[config.mk]
export PLATFORM = sky130hd
export DESIGN_NAME = dot_rect_layer_gen
export DESIGN_NICKNAME = d
export VERILOG_FILES = /design/src/rtl/dot_rect_layer_gen.sv
export SDC_FILE = /design/constraint.sdc
export NUM_CORES = 1
export LEC_CHECK = 0
export BUFFER_PORTS_ARGS = -buffer_cell sky130_fd_sc_hd__buf_2
export CORE_ASPECT_RATIO = 0.5
export CORE_UTILIZATION = 53
export CTS_BUF_LIST = sky130_fd_sc_hd__clkbuf_8
export DETAILED_ROUTE_END_ITERATION = 6
export PLACE_DENSITY = 0.7
export SLEW_MARGIN = 20
export SYNTH_ARGS = -nofsm -noshare
export SYNTH_HDL_FRONTEND = slang
export SYNTH_SLANG_ARGS = --single-unit
[constraint.sdc]
create_clock -name iClk -period 6.3 [get_ports iClk]
set_input_delay 1.89 -clock iClk [delete_from_list [all_inputs] [get_ports iClk]]
set_output_delay 1.89 -clock iClk [all_outputs]
set_load 0.02 [all_outputs]
[src/rtl/dot_rect_layer_gen.sv]
// Priority-resolved multi-rectangle overlay for the VT pixel path.
// Double-buffered per-rectangle config; two-stage pipeline from position to pixel.
module dot_rect_layer_gen #(
   parameter int pHdisplayWidth = 11,
   parameter int pVdisplayWidth = 11,
   parameter int pColorDepth    = 16,
   parameter int pRectNum       = 4,
   parameter int pIdxWidth      = 2,
   parameter int pLineW         = 2,
   parameter int pBlinkBit      = 5
)(
   input  logic                      iClk,
   input  logic                      iRst,
   input  logic [pHdisplayWidth-1:0] iHpos,
   input  logic [pVdisplayWidth-1:0] iVpos,
   input  logic                      iPosValid,
   input  logic                      iFrameStart,
   input  logic                      iWe,
   input  logic [pIdxWidth-1:0]      iWIdx,
   input  logic [pHdisplayWidth-1:0] iWDxs,
   input  logic [pHdisplayWidth-1:0] iWDxe,
   input  logic [pVdisplayWidth-1:0] iWDys,
   input  logic [pVdisplayWidth-1:0] iWDye,
   input  logic [pColorDepth-1:0]    iWColor,
   input  logic [1:0]                iWMode,
   output logic [pColorDepth-1:0]    oPixel,
   output logic                      oPixelValid,
   output logic                      oHit,
   output logic [pIdxWidth-1:0]      oHitIdx
);
   localparam int HW = pHdisplayWidth + 1;
   localparam int VW = pVdisplayWidth + 1;
   localparam logic [HW-1:0] LW_H = HW'(pLineW);
   localparam logic [VW-1:0] LW_V = VW'(pLineW);

   logic [pHdisplayWidth-1:0] p_xs_r [pRectNum];
   logic [pHdisplayWidth-1:0] p_xe_r [pRectNum];
   logic [pVdisplayWidth-1:0] p_ys_r [pRectNum];
   logic [pVdisplayWidth-1:0] p_ye_r [pRectNum];
   logic [pColorDepth-1:0]    p_color_r [pRectNum];
   logic [1:0]                p_mode_r [pRectNum];
   logic [pHdisplayWidth-1:0] a_xs_r [pRectNum];
   logic [pHdisplayWidth-1:0] a_xe_r [pRectNum];
   logic [pVdisplayWidth-1:0] a_ys_r [pRectNum];
   logic [pVdisplayWidth-1:0] a_ye_r [pRectNum];
   logic [pColorDepth-1:0]    a_color_r [pRectNum];
   logic [1:0]                a_mode_r [pRectNum];

   logic [pBlinkBit:0]        frame_cnt_r;
   logic [pRectNum-1:0]       hit_s;
   logic [pRectNum-1:0]       hit_r;
   logic                      valid1_r;
   logic                      win_s;
   logic [pIdxWidth-1:0]      win_idx_s;
   logic [pColorDepth-1:0]    win_color_s;
   logic                      wr_ok_s;

   assign wr_ok_s = iWe && (32'(iWIdx) < 32'(pRectNum));

   // Pending/active banks and frame counter; active copies the pre-edge pending value.
   always_ff @(posedge iClk) begin
      if (iRst) begin
         for (int i = 0; i < pRectNum; i++) begin
            p_xs_r[i]    <= '0;
            p_xe_r[i]    <= '0;
            p_ys_r[i]    <= '0;
            p_ye_r[i]    <= '0;
            p_color_r[i] <= '0;
            p_mode_r[i]  <= 2'd0;
            a_xs_r[i]    <= '0;
            a_xe_r[i]    <= '0;
            a_ys_r[i]    <= '0;
            a_ye_r[i]    <= '0;
            a_color_r[i] <= '0;
            a_mode_r[i]  <= 2'd0;
         end
         frame_cnt_r <= '0;
      end else begin
         for (int i = 0; i < pRectNum; i++) begin
            if (wr_ok_s && (iWIdx == pIdxWidth'(i))) begin
               p_xs_r[i]    <= iWDxs;
               p_xe_r[i]    <= iWDxe;
               p_ys_r[i]    <= iWDys;
               p_ye_r[i]    <= iWDye;
               p_color_r[i] <= iWColor;
               p_mode_r[i]  <= iWMode;
            end
            if (iFrameStart) begin
               a_xs_r[i]    <= p_xs_r[i];
               a_xe_r[i]    <= p_xe_r[i];
               a_ys_r[i]    <= p_ys_r[i];
               a_ye_r[i]    <= p_ye_r[i];
               a_color_r[i] <= p_color_r[i];
               a_mode_r[i]  <= p_mode_r[i];
            end
         end
         if (iFrameStart) begin
            frame_cnt_r <= frame_cnt_r + (pBlinkBit+1)'(1);
         end
      end
   end

   for (genvar g = 0; g < pRectNum; g++) begin : g_rect
      logic [HW-1:0] h_s, xs_s, xe_s, xs_in_s, xe_in_s;
      logic [VW-1:0] v_s, ys_s, ye_s, ys_in_s, ye_in_s;
      logic          area_s, edge_s;

      assign h_s  = {1'b0, iHpos};
      assign v_s  = {1'b0, iVpos};
      assign xs_s = {1'b0, a_xs_r[g]};
      assign xe_s = {1'b0, a_xe_r[g]};
      assign ys_s = {1'b0, a_ys_r[g]};
      assign ye_s = {1'b0, a_ye_r[g]};
      // Inner edges are one bit wider; the far edge clamps at 0 instead of wrapping.
      assign xs_in_s = xs_s + LW_H;
      assign ys_in_s = ys_s + LW_V;
      assign xe_in_s = (xe_s >= LW_H) ? (xe_s - LW_H) : '0;
      assign ye_in_s = (ye_s >= LW_V) ? (ye_s - LW_V) : '0;
      assign area_s  = (h_s >= xs_s) && (h_s < xe_s) && (v_s >= ys_s) && (v_s < ye_s);
      assign edge_s  = (h_s < xs_in_s) || (h_s >= xe_in_s) ||
                       (v_s < ys_in_s) || (v_s >= ye_in_s);
      assign hit_s[g] = (a_mode_r[g] == 2'd1) ? area_s :
                        (a_mode_r[g] == 2'd2) ? (area_s && edge_s) :
                        (a_mode_r[g] == 2'd3) ? (area_s && !frame_cnt_r[pBlinkBit]) :
                        1'b0;
   end

   // Stage 1: mode-qualified hit vector and position valid.
   always_ff @(posedge iClk) begin
      if (iRst) begin
         hit_r    <= '0;
         valid1_r <= 1'b0;
      end else begin
         hit_r    <= iPosValid ? hit_s : '0;
         valid1_r <= iPosValid;
      end
   end

   // Lowest-index priority select; scanning downward leaves the lowest hit last.
   always_comb begin
      win_s       = 1'b0;
      win_idx_s   = '0;
      win_color_s = '0;
      for (int i = pRectNum - 1; i >= 0; i--) begin
         if (hit_r[i]) begin
            win_s       = 1'b1;
            win_idx_s   = pIdxWidth'(i);
            win_color_s = a_color_r[i];
         end else begin
            win_s       = win_s;
         end
      end
   end

   // Stage 2: registered pixel outputs.
   always_ff @(posedge iClk) begin
      if (iRst) begin
         oPixel      <= '0;
         oPixelValid <= 1'b0;
         oHit        <= 1'b0;
         oHitIdx     <= '0;
      end else begin
         oPixelValid <= valid1_r;
         if (valid1_r && win_s) begin
            oPixel  <= win_color_s;
            oHit    <= 1'b1;
            oHitIdx <= win_idx_s;
         end else begin
            oPixel  <= '0;
            oHit    <= 1'b0;
            oHitIdx <= '0;
         end
      end
   end
endmodule
==> metrics.csv, run 1 <==
stage,metric,value,unit
run_status,status,completed,
floorplanning,core area,54600,um^2
timing,worst slew pin tran,1.06,ns
routing,drc violations,0,
timing,post-route clock period utilization,59.7,%
worst_setup_path,worst path required time,6.86,ns
floorplanning,Die Footprint,57100,um^2
timing,fmax,0.266,GHz
timing,Slew headroom,29.2,%
global_routing,vias in the first global route,19200,
worst_setup_path,"CP delay by family, top",simple AND/OR/NAND/NOR gates,
worst_setup_path,critical-path cell list,nor4_1 > nand3_1 > or4_1 > and2_1 > ha_1 > nand2b_1 > a31oi_1 > o21a_1 > a211oi_1 > nor4b_1 > nor4_1,
cts,CTS Sinks,527,
timing,final setup fails,0,
global_routing,first-pass GRT wire length,108000,um
worst_setup_path,CP peak stage delay,0.59,ns
floorplanning,Initial Utilization,54.5,%
cts,H-tree depth,3,
layout,area delta synth->final,10.0,%
pwr,PD cells,249,nW/um^2
logic_synthesis,total nets after synthesis,3013,
logic_synthesis,top-count cell post-synth,and2_1,
logic_synthesis,ys flop type,edfxtp_1,
global_routing,global route total overflow,0,
worst_setup_path,"Max FO, Critical Path",9,
cts,Hold Buf Count CTS,0,
timing,RSZ-0062 raised after global routing,false,
place,I/O Buffers,110,
logic_synthesis,Synth top area share,50.1,%
global_routing,antenna violations before repair,2,
worst_setup_path,Bufs and invs on worst path,0,
logic_synthesis,Post-Synthesis Cell Area,29700,um^2
layout,final core utilization,60.0,%
floorplanning,io pins,111,
routing,DR vias,19600,
layout,Final Non-Filler Cells,3515,
layout,share of cells above drive strength 1,9.06,%
place,dpl cells,3373,
logic_synthesis,Cell variety after synth,66,
floorplanning,chip height,170,um
cts,clock buffer count from CTS,78,
timing,final setup margin,2.54,ns
place,Placement Setup Slack,1.99,ns
logic_synthesis,cells after synthesis,2569,
job,maxcap violations,0,
timing,Final Max Tran Viols,0,
cts,Post-CTS Resized,0,
global_routing,largest net degree at the start of global routing,249,
routing,drt wl/cell,19.9,um
place,placed wire-length estimate,47400,um
layout,FILL cells,4460,
routing,DR iter-0 viols,1471,
logic_synthesis,Synth area leader,edfxtp_1,
pwr,"Power, Total",8140,uW
pwr,Max VDD drop,0.000147,V
worst_setup_path,Crit Path Category,flip-flop to flip-flop,
logic_synthesis,most frequent cells after synthesis,"and2_1 (504), edfxtp_1 (496), ha_1 (353)",
logic_synthesis,Area contributors post-synth,"edfxtp_1 (50%), ha_1 (15%), and2_1 (11%)",
logic_synthesis,ys async rst share,0,%
cts,Root Driver,clkbuf_8,
cts,# Post-CTS Setup Buffers,0,
cts,Longest Clk Path Bufs,3,
worst_setup_path,arrival time worst endpoint,4.32,ns
routing,Final ANT Viol Nets,0,
routing,DRT Pass-1 Iters,5,
worst_setup_path,Critical Path Start Type,flip-flop,
pwr,Pleak,0.0132,uW
min_path,worst hold path type,flip-flop to flip-flop,
routing,vias per cell,5.56,
logic_synthesis,Synth Area per Inst,11.6,um^2
cts,Skew-Pair Late Insertion Delay,0.66,ns
place,GPL Wtd Cong,0.899,
logic_synthesis,Yosys reg bits,527,
cts,"Reg clk slew, reported paths",0.07,ns
floorplanning,Die Span X,337,um
timing,Worst Skew,0.0294,ns
worst_setup_path,Slowest cell on crit path,or4_1,
timing,min Tclk post-route,3.76,ns
worst_setup_path,Crit. End Element,flip-flop,
timing,setup tns final,0,ns
cts,TritonCTS clock tree,done,
layout,Ant. Diodes,0,
worst_setup_path,Crit path top cell by count,nor4_1,
floorplanning,Rows,60,
routing,Routed Wire Length,69800,um
layout,nets@finish,3153,
logic_synthesis,post-synthesis sequential area ratio,52.2,%
global_routing,GR Util All Layers,25.0,%
logic_synthesis,number of synthesized flops with an enable pin,496,
timing,Hold Fails Final Rpt,0,
logic_synthesis,synth warn,0,
[cell usage in the layout (no fill, tap or decap), drive strengths merged, types with 15 or more instances in the layout]
cell,count
a211oi,23
a21o,27
edfxtp,496
a21oi,74
inv,208
nand4,31
clkbuf,80
o22ai,18
nor2,75
nor2b,15
and2,505
xnor2,101
o21ai,77
clkinv,30
nor4,24
nand2,115
nor3,63
dfxtp,31
a221oi,17
ha,353
o21a,18
buf,127
nand3,74
nand2b,31
[final cells by class]
class | instances | area [um^2] | share of cell area, %
inverters | 182 | 683 | 2.09
clock inverters | 62 | 409 | 1.25
clock buffers | 80 | 1100 | 3.36
well taps | 744 | 931 | 2.84
repair buffers | 127 | 728 | 2.22
flip-flops and latches | 527 | 15500 | 47.4
multi-input cells | 1793 | 13400 | 40.8
[metrics by stage]
stage	instance area [um^2]	hold WS (ns)
global route	32700	0.519
CTS	32700	0.502
detailed placement	31200	0.501
floorplan	29700	0.445
finish	32700	0.501
global placement	31200	0.498
[state kept, by name, indices dropped and copies added (netlist names), 2 cells and up]
register     flops
a_ye_r          44
a_color_r       64
p_xs_r          44
p_mode_r         8
hit_r            4
a_xe_r          44
p_xe_r          44
a_ys_r          44
a_mode_r         8
frame_cnt_r      6
oPixel          16
a_xs_r          44
p_ys_r          44
p_ye_r          44
oHitIdx          2
p_color_r       64
[where the power goes]
| part | internal (uW) | switching [uW] |
|---|---|---|
| clock network | 1400 | 1340 |
| logic | 474 | 715 |
| registers | 4090 | 121 |
[layer usage]
layer	GRT usage (%)	up-vias	part of all wire [%]
met2	40.5	437	46
met3	3.99	111	5.4
li1	-	9582	-
met1	34.8	9422	47
met5	0	-	0
met4	6.88	0	2.1
[worst reg2reg max path, delay by kind of cell (launching register included)]
kind,cells,cell delay (ns)
compound gates,3,0.83
fa+ha+maj,1,0.26
flops,1,0.47
simple gates,7,2.10
[worst paths after layout]
path	from	endpoint	slack, ns	cells past startpoint
hold / removal	p_ys_r[0][6]	a_ys_r[0][6]	0.50	1
setup reg to reg	a_ye_r[0][3]	hit_r[0]	2.54	11
setup / recovery	a_ye_r[0][3]	hit_r[0]	2.54	11
hold reg to reg	p_ys_r[0][6]	a_ys_r[0][6]	0.50	1
[cell families after synthesis]
| kind of cell | Yosys count | synth area share, % |
|---|---|---|
| buffers and inverters | 249 | 3.17 |
| muxes | 3 | 0.101 |
| and+or+nand+nor | 972 | 18.5 |
| DFF | 527 | 52.2 |
| AOI/OAI and AO/OA | 353 | 7.95 |
| adders and majority gates | 353 | 14.8 |
| xor gates and xnor gates | 112 | 3.30 |
Power figures use the tool's default switching activity.
==> run 2: changes to the inputs <==
--- a/config.mk
+++ b/config.mk
@@ -5,6 +5,7 @@
 export SDC_FILE = /design/constraint.sdc
 export NUM_CORES = 1
 export LEC_CHECK = 0
+export ABC_AREA = 1
 export BUFFER_PORTS_ARGS = -buffer_cell sky130_fd_sc_hd__buf_2
 export CORE_ASPECT_RATIO = 0.5
 export CORE_UTILIZATION = 53
==> constraint.sdc (replaced) <==
create_clock -name iClk -period 3.62 [get_ports iClk]
set_input_delay 1.086 -clock iClk [delete_from_list [all_inputs] [get_ports iClk]]
set_output_delay 1.086 -clock iClk [all_outputs]
set_load 0.02 [all_outputs]
==> run 2 against run 1 <==
Non-clock buffer count increased by 42. Fmax is 24% higher. Sequential share of layout area fell by 1.9 points. Highest routed layer unchanged. Critical path depth is 9 higher. First-iteration DRC count is 48% higher. Largest cell class unchanged. Routed wire length is 14% higher. Register-to-register slack got worse by 2.0 ns. Sequential cell count is the same. Combinational power rose by 93%. Synthesized area rose by 3.0%. Clock power is 82% higher. Count of clock-buffer cells in the layout stayed put.
==> metrics.csv, run 2 <==
stage,metric,value,unit
routing,DR vias,23000,
logic_synthesis,most frequent cells after synthesis,"nor2_1 (663), inv_1 (595), edfxtp_1 (496)",
timing,RSZ-0062 raised after global routing,false,
routing,drc violations,0,
logic_synthesis,Synth area leader,edfxtp_1,
timing,Final Max Tran Viols,0,
floorplanning,io pins,111,
place,GPL Wtd Cong,0.931,
logic_synthesis,Synth Area in XOR/XNOR,1.74,%
timing,Worst Skew,0.0256,ns
pwr,Pleak,0.0158,uW
logic_synthesis,Yosys reg bits,527,
logic_synthesis,compound-cell area share of the yosys netlist,5.52,%
cts,"Reg clk slew, reported paths",0.07,ns
cts,Root Driver,clkbuf_8,
place,dpl cells,4184,
logic_synthesis,ys async rst share,0,%
routing,vias per cell,5.33,
cts,clock buffer count from CTS,77,
cts,CTS Sinks,527,
routing,M1 wire length,35800,um
worst_setup_path,reg2reg setup slack,0.59,ns
worst_setup_path,Slowest cell on crit path,edfxtp_1,
timing,min Tclk post-route,3.03,ns
min_path,worst hold path type,flip-flop to flip-flop,
timing,setup tns final,0,ns
pwr,PD cells,428,nW/um^2
logic_synthesis,Synth Area in Adders,14.4,%
timing,worst slew pin tran,1.01,ns
worst_setup_path,"Max FO, Critical Path",3,
worst_setup_path,Bufs and invs on worst path,4,
routing,Routed Wire Length,79600,um
cts,TritonCTS clock tree,done,
pwr,sw frac,28.6,%
cts,Post-CTS Resized,0,
floorplanning,Die Span X,342,um
timing,final setup fails,0,
global_routing,first-pass GRT wire length,121000,um
worst_setup_path,Critical Path Start Type,flip-flop,
layout,area delta synth->final,11.3,%
logic_synthesis,total nets after synthesis,3766,
logic_synthesis,Cell variety after synth,50,
floorplanning,Rows,61,
routing,drt wl/cell,18.4,um
logic_synthesis,Synth Area per Inst,9.23,um^2
logic_synthesis,number of synthesized flops with an enable pin,496,
logic_synthesis,Post-Synth Simple-Gate Area,19.5,%
job,maxcap violations,0,
timing,post-route clock period utilization,83.8,%
cts,# Post-CTS Setup Buffers,0,
pwr,Clk network pwr share,34.2,%
routing,DR top layer,met4,
floorplanning,chip height,172,um
place,placed wire-length estimate,56500,um
routing,met3 WL,7320,um
logic_synthesis,mux share of post-synthesis cell area,0,%
logic_synthesis,Post-Synthesis Cell Area,30600,um^2
place,I/O Buffers,110,
routing,met2 routed WL,34400,um
logic_synthesis,Area contributors post-synth,"edfxtp_1 (49%), ha_1 (14%), nor2_1 (8.1%)",
layout,"commonest non-fill, non-tap cell in the layout",nor2_1,
pwr,Int Pwr,10400,uW
worst_setup_path,arrival time worst endpoint,3.59,ns
global_routing,GR Util All Layers,27.3,%
pwr,Combinational Power Share,15.8,%
timing,Hold Fails Final Rpt,0,
pwr,Max VDD drop,0.000262,V
run_status,status,completed,
floorplanning,core area,56300,um^2
logic_synthesis,largest family of logic cells by synthesized area,simple AND/OR/NAND/NOR gates,
routing,DR iter-0 viols,2172,
cts,Hold Buf Count CTS,0,
worst_setup_path,"CP delay by family, top",simple AND/OR/NAND/NOR gates,
worst_setup_path,Crit. End Element,flip-flop,
global_routing,global route total overflow,0,
layout,most frequent cells in the layout,"nor2_1 (663), inv_1 (626), edfxtp_1 (496)",
routing,DRT Pass-1 Iters,6,
logic_synthesis,top-count cell post-synth,nor2_1,
pwr,switching power,4180,uW
logic_synthesis,synth warn,0,
worst_setup_path,CP peak stage delay,0.41,ns
global_routing,largest net degree at the start of global routing,80,
worst_setup_path,critical-path cell list,inv_1 > ha_1 > inv_1 > nor3_2 > nand2_1 > inv_1 > nand3_1 > xor2_1 > nand2_1 > ha_1 > inv_1 > nor2_1 > a21oi_1 > nand3_1 > nand2_1 > nand2_1 > nor2_1 > nand3_1 > nand2_1 > a21oi_2,
worst_setup_path,Crit Path Category,flip-flop to flip-flop,
timing,Slew headroom,32.6,%
logic_synthesis,Synth top area share,48.6,%
floorplanning,Die Footprint,58800,um^2
layout,nets@finish,3951,
layout,largest registers,"a_color_r: 64 flops, p_color_r: 64 flops",
global_routing,vias in the first global route,22000,
pwr,Sequential Power Share,50.0,%
worst_setup_path,Crit path top cell by count,nand2_1,
worst_setup_path,worst path required time,4.17,ns
layout,Final Non-Filler Cells,4325,
layout,FILL cells,4714,
cts,Skew-Pair Late Insertion Delay,0.68,ns
routing,Final ANT Viol Nets,0,
timing,Hold Worst Slack,0.495,ns
timing,fmax,0.330,GHz
logic_synthesis,cells after synthesis,3322,
cts,H-tree depth,3,
global_routing,antenna violations before repair,1,
layout,share of cells above drive strength 1,9.53,%
logic_synthesis,ys flop type,edfxtp_1,
floorplanning,Initial Utilization,54.4,%
logic_synthesis,post-synthesis sequential area ratio,50.6,%
cts,Longest Clk Path Bufs,3,
[run 2: cell type report]
class,count,area (um^2),area share [%]
clock buffers,80,1100,3.23
clock inverters,60,469,1.38
multi-input cells,2133,12700,37.2
inverters,599,2250,6.59
diodes,1,2.50,0.00734
flip-flops and latches,527,15500,45.5
well taps,756,946,2.77
repair buffers,169,1160,3.39
[run 2: metrics by stage]
step | utilization [%] | cell area, um^2 | power (uW) | setup WS, ns
detailed placement | 57.8 | 32500 | 9700 | 0.480
floorplan | - | 30700 | 8890 | 0.0868
global route | 60.6 | 34100 | 15300 | 0.367
global placement | 57.8 | 32500 | 9620 | 0.464
CTS | 60.6 | 34100 | 14600 | 0.654
finish | 60.6 | 34100 | 14600 | 0.588
[run 2: logic make-up after synthesis]
kind of cell	Yosys count
and+or+nand+nor	1426
adders and majority gates	353
buffers and inverters	662
xor gates and xnor gates	61
DFF	527
AOI/OAI and AO/OA	293
[run 2: worst paths after layout]
check / endpoint / cells past startpoint / from
hold reg to reg: frame_cnt_r[1] / 2 / frame_cnt_r[1]
setup reg to reg: hit_r[2] / 20 / a_xe_r[0][23]
setup / recovery: hit_r[2] / 20 / a_xe_r[0][23]
hold / removal: frame_cnt_r[1] / 2 / frame_cnt_r[1]
[run 2: layer usage]
metal | track usage (%) | up-vias
met4 | 8.56 | 0
li1 | - | 11300
met5 | 0 | -
met1 | 38.4 | 10800
met2 | 41.7 | 816
met3 | 6.49 | 146
[run 2: worst reg2reg max path, stage by stage (launching register included)]
cell and delay, ns:
edfxtp_1 0.41, inv_1 0.17, ha_1 0.19, inv_1 0.07, nor3_2 0.17, nand2_1 0.13
inv_1 0.12, nand3_1 0.10, xor2_1 0.14, nand2_1 0.07, ha_1 0.30, inv_1 0.08
nor2_1 0.05, a21oi_1 0.13, nand3_1 0.08, nand2_1 0.09, nand2_1 0.06, nor2_1 0.30
nand3_1 0.13, nand2_1 0.09, a21oi_2 0.05
[run 2: power by group through the flow]
stage               combinational, uW  clock [uW]  sequential (uW)
finish                           2300        5000             7310
global route                     2630        5300             7350
CTS                              2290        5050             7310
detailed placement               2270           0             7430
global placement                 2200           0             7420
floorplan                        1520           0             7370
==> run 3: changes to the inputs <==
--- a/config.mk
+++ b/config.mk
@@ -5,13 +5,13 @@
 export SDC_FILE = /design/constraint.sdc
 export NUM_CORES = 1
 export LEC_CHECK = 0
-export ABC_AREA = 1
+export ABC_AREA = 0
 export BUFFER_PORTS_ARGS = -buffer_cell sky130_fd_sc_hd__buf_2
 export CORE_ASPECT_RATIO = 0.5
 export CORE_UTILIZATION = 53
 export CTS_BUF_LIST = sky130_fd_sc_hd__clkbuf_8
 export DETAILED_ROUTE_END_ITERATION = 6
-export PLACE_DENSITY = 0.7
+export PLACE_DENSITY = 0.73
 export SLEW_MARGIN = 20
 export SYNTH_ARGS = -nofsm -noshare
 export SYNTH_HDL_FRONTEND = slang
==> constraint.sdc (replaced) <==
create_clock -name iClk -period 2.62 [get_ports iClk]
set_input_delay 0.786 -clock iClk [delete_from_list [all_inputs] [get_ports iClk]]
set_output_delay 0.786 -clock iClk [all_outputs]
set_load 0.02 [all_outputs]
==> run 3 against run 2 <==
The run now ends with setup timing left. Largest power group unchanged. Largest cell class unchanged. Routed wire length down 3.6%. Die area down 2.9%. Non-clock buffer count up 307. Utilization up 5.4 points. Sequential cell count unchanged. Global-route usage down 0.080 points. Clock power up 25%. First-iteration DRC count down 16%. Clock skew up 0.015 ns. Count of clock-buffer cells in the layout down 2. Sequential power up 38%. Total power up 38%.
==> metrics.csv, run 3 (same netlist as run 1, synthesis figures left out) <==
stage,metric,value,unit
worst_setup_path,Critical Path Start Type,flip-flop,
worst_setup_path,critical-path cell list,nor4_4 > nand2_1 > or4_4 > buf_6 > nand2_4 > ha_4 > a21oi_2 > nor2b_1 > a2111oi_2 > a211oi_1 > buf_4 > nor4bb_4 > a211oi_2,
timing,Slew headroom,48.4,%
routing,drc violations,0,
worst_setup_path,FF-to-FF Start,a_xe_r[0][29],
global_routing,global route total overflow,0,
timing,fmax,0.324,GHz
worst_setup_path,"CP delay by family, top",simple AND/OR/NAND/NOR gates,
routing,drt wl/cell,19.9,um
routing,DR vias,21500,
worst_setup_path,Reg2Reg Capture Point,hit_r[2],
worst_setup_path,CP peak stage delay,0.44,ns
pwr,Sequential Power Share,50.2,%
min_path,worst hold path type,input pin to flip-flop,
cts,TritonCTS clock tree,done,
job,maxcap violations,0,
timing,RSZ-0062 raised after global routing,true,
global_routing,GR Util All Layers,27.2,%
global_routing,first-pass GRT wire length,118000,um
routing,Final ANT Viol Nets,0,
layout,nets@finish,3500,
pwr,Int Pwr,14600,uW
global_routing,vias in the first global route,21800,
pwr,Clk network pwr share,31.1,%
run_status,failing checks,setup timing,
global_routing,antenna violations before repair,3,
layout,most frequent cells in the layout,"and2_1 (502), edfxtp_1 (496), ha_1 (343)",
layout,"commonest non-fill, non-tap cell in the layout",and2_1,
cts,Longest Clk Path Bufs,3,
min_path,worst hold start,iWColor[12],
worst_setup_path,worst path required time,3.14,ns
routing,vias per cell,5.56,
cts,H-tree depth,3,
timing,post-route clock period utilization,118,%
worst_setup_path,Crit. End Element,flip-flop,
routing,Routed Wire Length,76700,um
layout,area delta synth->final,21.1,%
pwr,Max VDD drop,0.000402,V
min_path,Hold Path Sink,p_color_r[2][12],
worst_setup_path,worst r2r path cells,13,
layout,final core utilization,66.0,%
timing,worst slew pin tran,0.772,ns
floorplanning,core area,54600,um^2
layout,share of cells above drive strength 1,21.3,%
run_status,status,"complete, but fails checks",
floorplanning,io pins,111,
floorplanning,Initial Utilization,54.5,%
floorplanning,Die Span X,337,um
pwr,sw frac,27.5,%
timing,final setup fails,4,
timing,min Tclk post-route,3.09,ns
cts,Skew-Pair Late Insertion Delay,0.67,ns
worst_setup_path,Slowest cell on crit path,or4_4,
floorplanning,Die Footprint,57100,um^2
worst_setup_path,"Max FO, Critical Path",5,
min_path,hold path cells,2,
layout,largest registers,"a_color_r: 64 flops, p_color_r: 64 flops",
routing,DRT Pass-1 Iters,5,
place,Placement Setup Slack,-0.685,ns
timing,final setup margin,-0.469,ns
pwr,Combinational Power Share,18.8,%
cts,Root Driver,clkbuf_8,
cts,"Reg clk slew, reported paths",0.07,ns
routing,DR iter-0 viols,1815,
pwr,"Power, Total",20100,uW
global_routing,largest net degree at the start of global routing,107,
pwr,Pleak,0.0151,uW
worst_setup_path,reg2reg setup slack,-0.47,ns
place,GPL Wtd Cong,0.940,
worst_setup_path,Bufs and invs on worst path,2,
cts,clock buffer count from CTS,76,
cts,CTS Sinks,527,
timing,Worst Skew,0.0402,ns
place,I/O Buffers,110,
floorplanning,chip height,170,um
place,placed wire-length estimate,55400,um
timing,Final Max Tran Viols,0,
worst_setup_path,Crit Path Category,flip-flop to flip-flop,
pwr,switching power,5530,uW
worst_setup_path,arrival time worst endpoint,3.61,ns
pwr,PD cells,558,nW/um^2
timing,Hold Fails Final Rpt,0,
floorplanning,Rows,60,
## run 3: changes by cell type in the layout (fill, tap and decap cells not counted), sizes merged, moves of 24 or more
cell,delta
nor3,+24
and2,+505
inv,-422
nor2,-606
buf,+307
a21oi,-55
xnor2,+92
nand2b,+31
nand2,-369
nand3,-77
xor2,-41
## run 3: worst max path at each step
stage                        from         endpoint  cells past startpoint
global route        a_xe_r[0][29]         hit_r[2]                     13
floorplan             iFrameStart  a_color_r[0][0]                      2
detailed placement  a_xe_r[0][29]         hit_r[2]                     13
global placement    a_xe_r[0][29]         hit_r[2]                     13
CTS                 a_xe_r[0][26]         hit_r[2]                     13
finish              a_xe_r[0][29]         hit_r[2]                     13
## run 3: stage by stage
| step | TNS [ns] | hold WS, ns | instances | instance area [um^2] |
|---|---|---|---|---|
| detailed placement | -1.83 | 0.501 | 3699 | 34100 |
| floorplan | -134.39 | 0.445 | 2569 | 30000 |
| finish | -1.39 | 0.435 | 3860 | 36000 |
| global route | -2.00 | 0.405 | 3860 | 36000 |
| CTS | -1.31 | 0.390 | 3853 | 35900 |
| global placement | -1.63 | 0.498 | 3699 | 34100 |
## run 3: metal layers
| metal | track usage, % | wire, um | vias up | part of all wire, % |
|---|---|---|---|---|
| met2 | 45.1 | 36100 | 658 | 47 |
| met3 | 4.79 | 5220 | 135 | 6.8 |
| met5 | 0 | 13 | - | 0.017 |
| li1 | - | - | 10300 | - |
| met4 | 7.92 | 1830 | 2 | 2.4 |
| met1 | 36.6 | 33500 | 10400 | 44 |
## run 3: power by group through the flow
stage | registers [uW] | clock network [uW] | logic [uW]
global placement | 10200 | 0 | 3400
global route | 10100 | 6660 | 4180
finish | 10100 | 6250 | 3780
detailed placement | 10300 | 0 | 3530
floorplan | 10200 | 0 | 1960
CTS | 10100 | 6350 | 3690
## run 3: final cells by class
type / instances / area [um^2]
fill: 4091 / 18600
sequential: 527 / 15500
multi-input combinational: 1793 / 13900
timing repair buffer: 476 / 3610
clock buffer: 78 / 1070
tap: 744 / 931
inverter: 182 / 683
clock inverter: 59 / 353
antenna: 1 / 2.50
## run 3: repair_timing
item	CTS	global route
resized for setup	49	26
pin swaps	41	26
buffers inserted	17	7
gates cloned	1	0
endpoints found under the setup margin	4	4
hold buffers	0	0
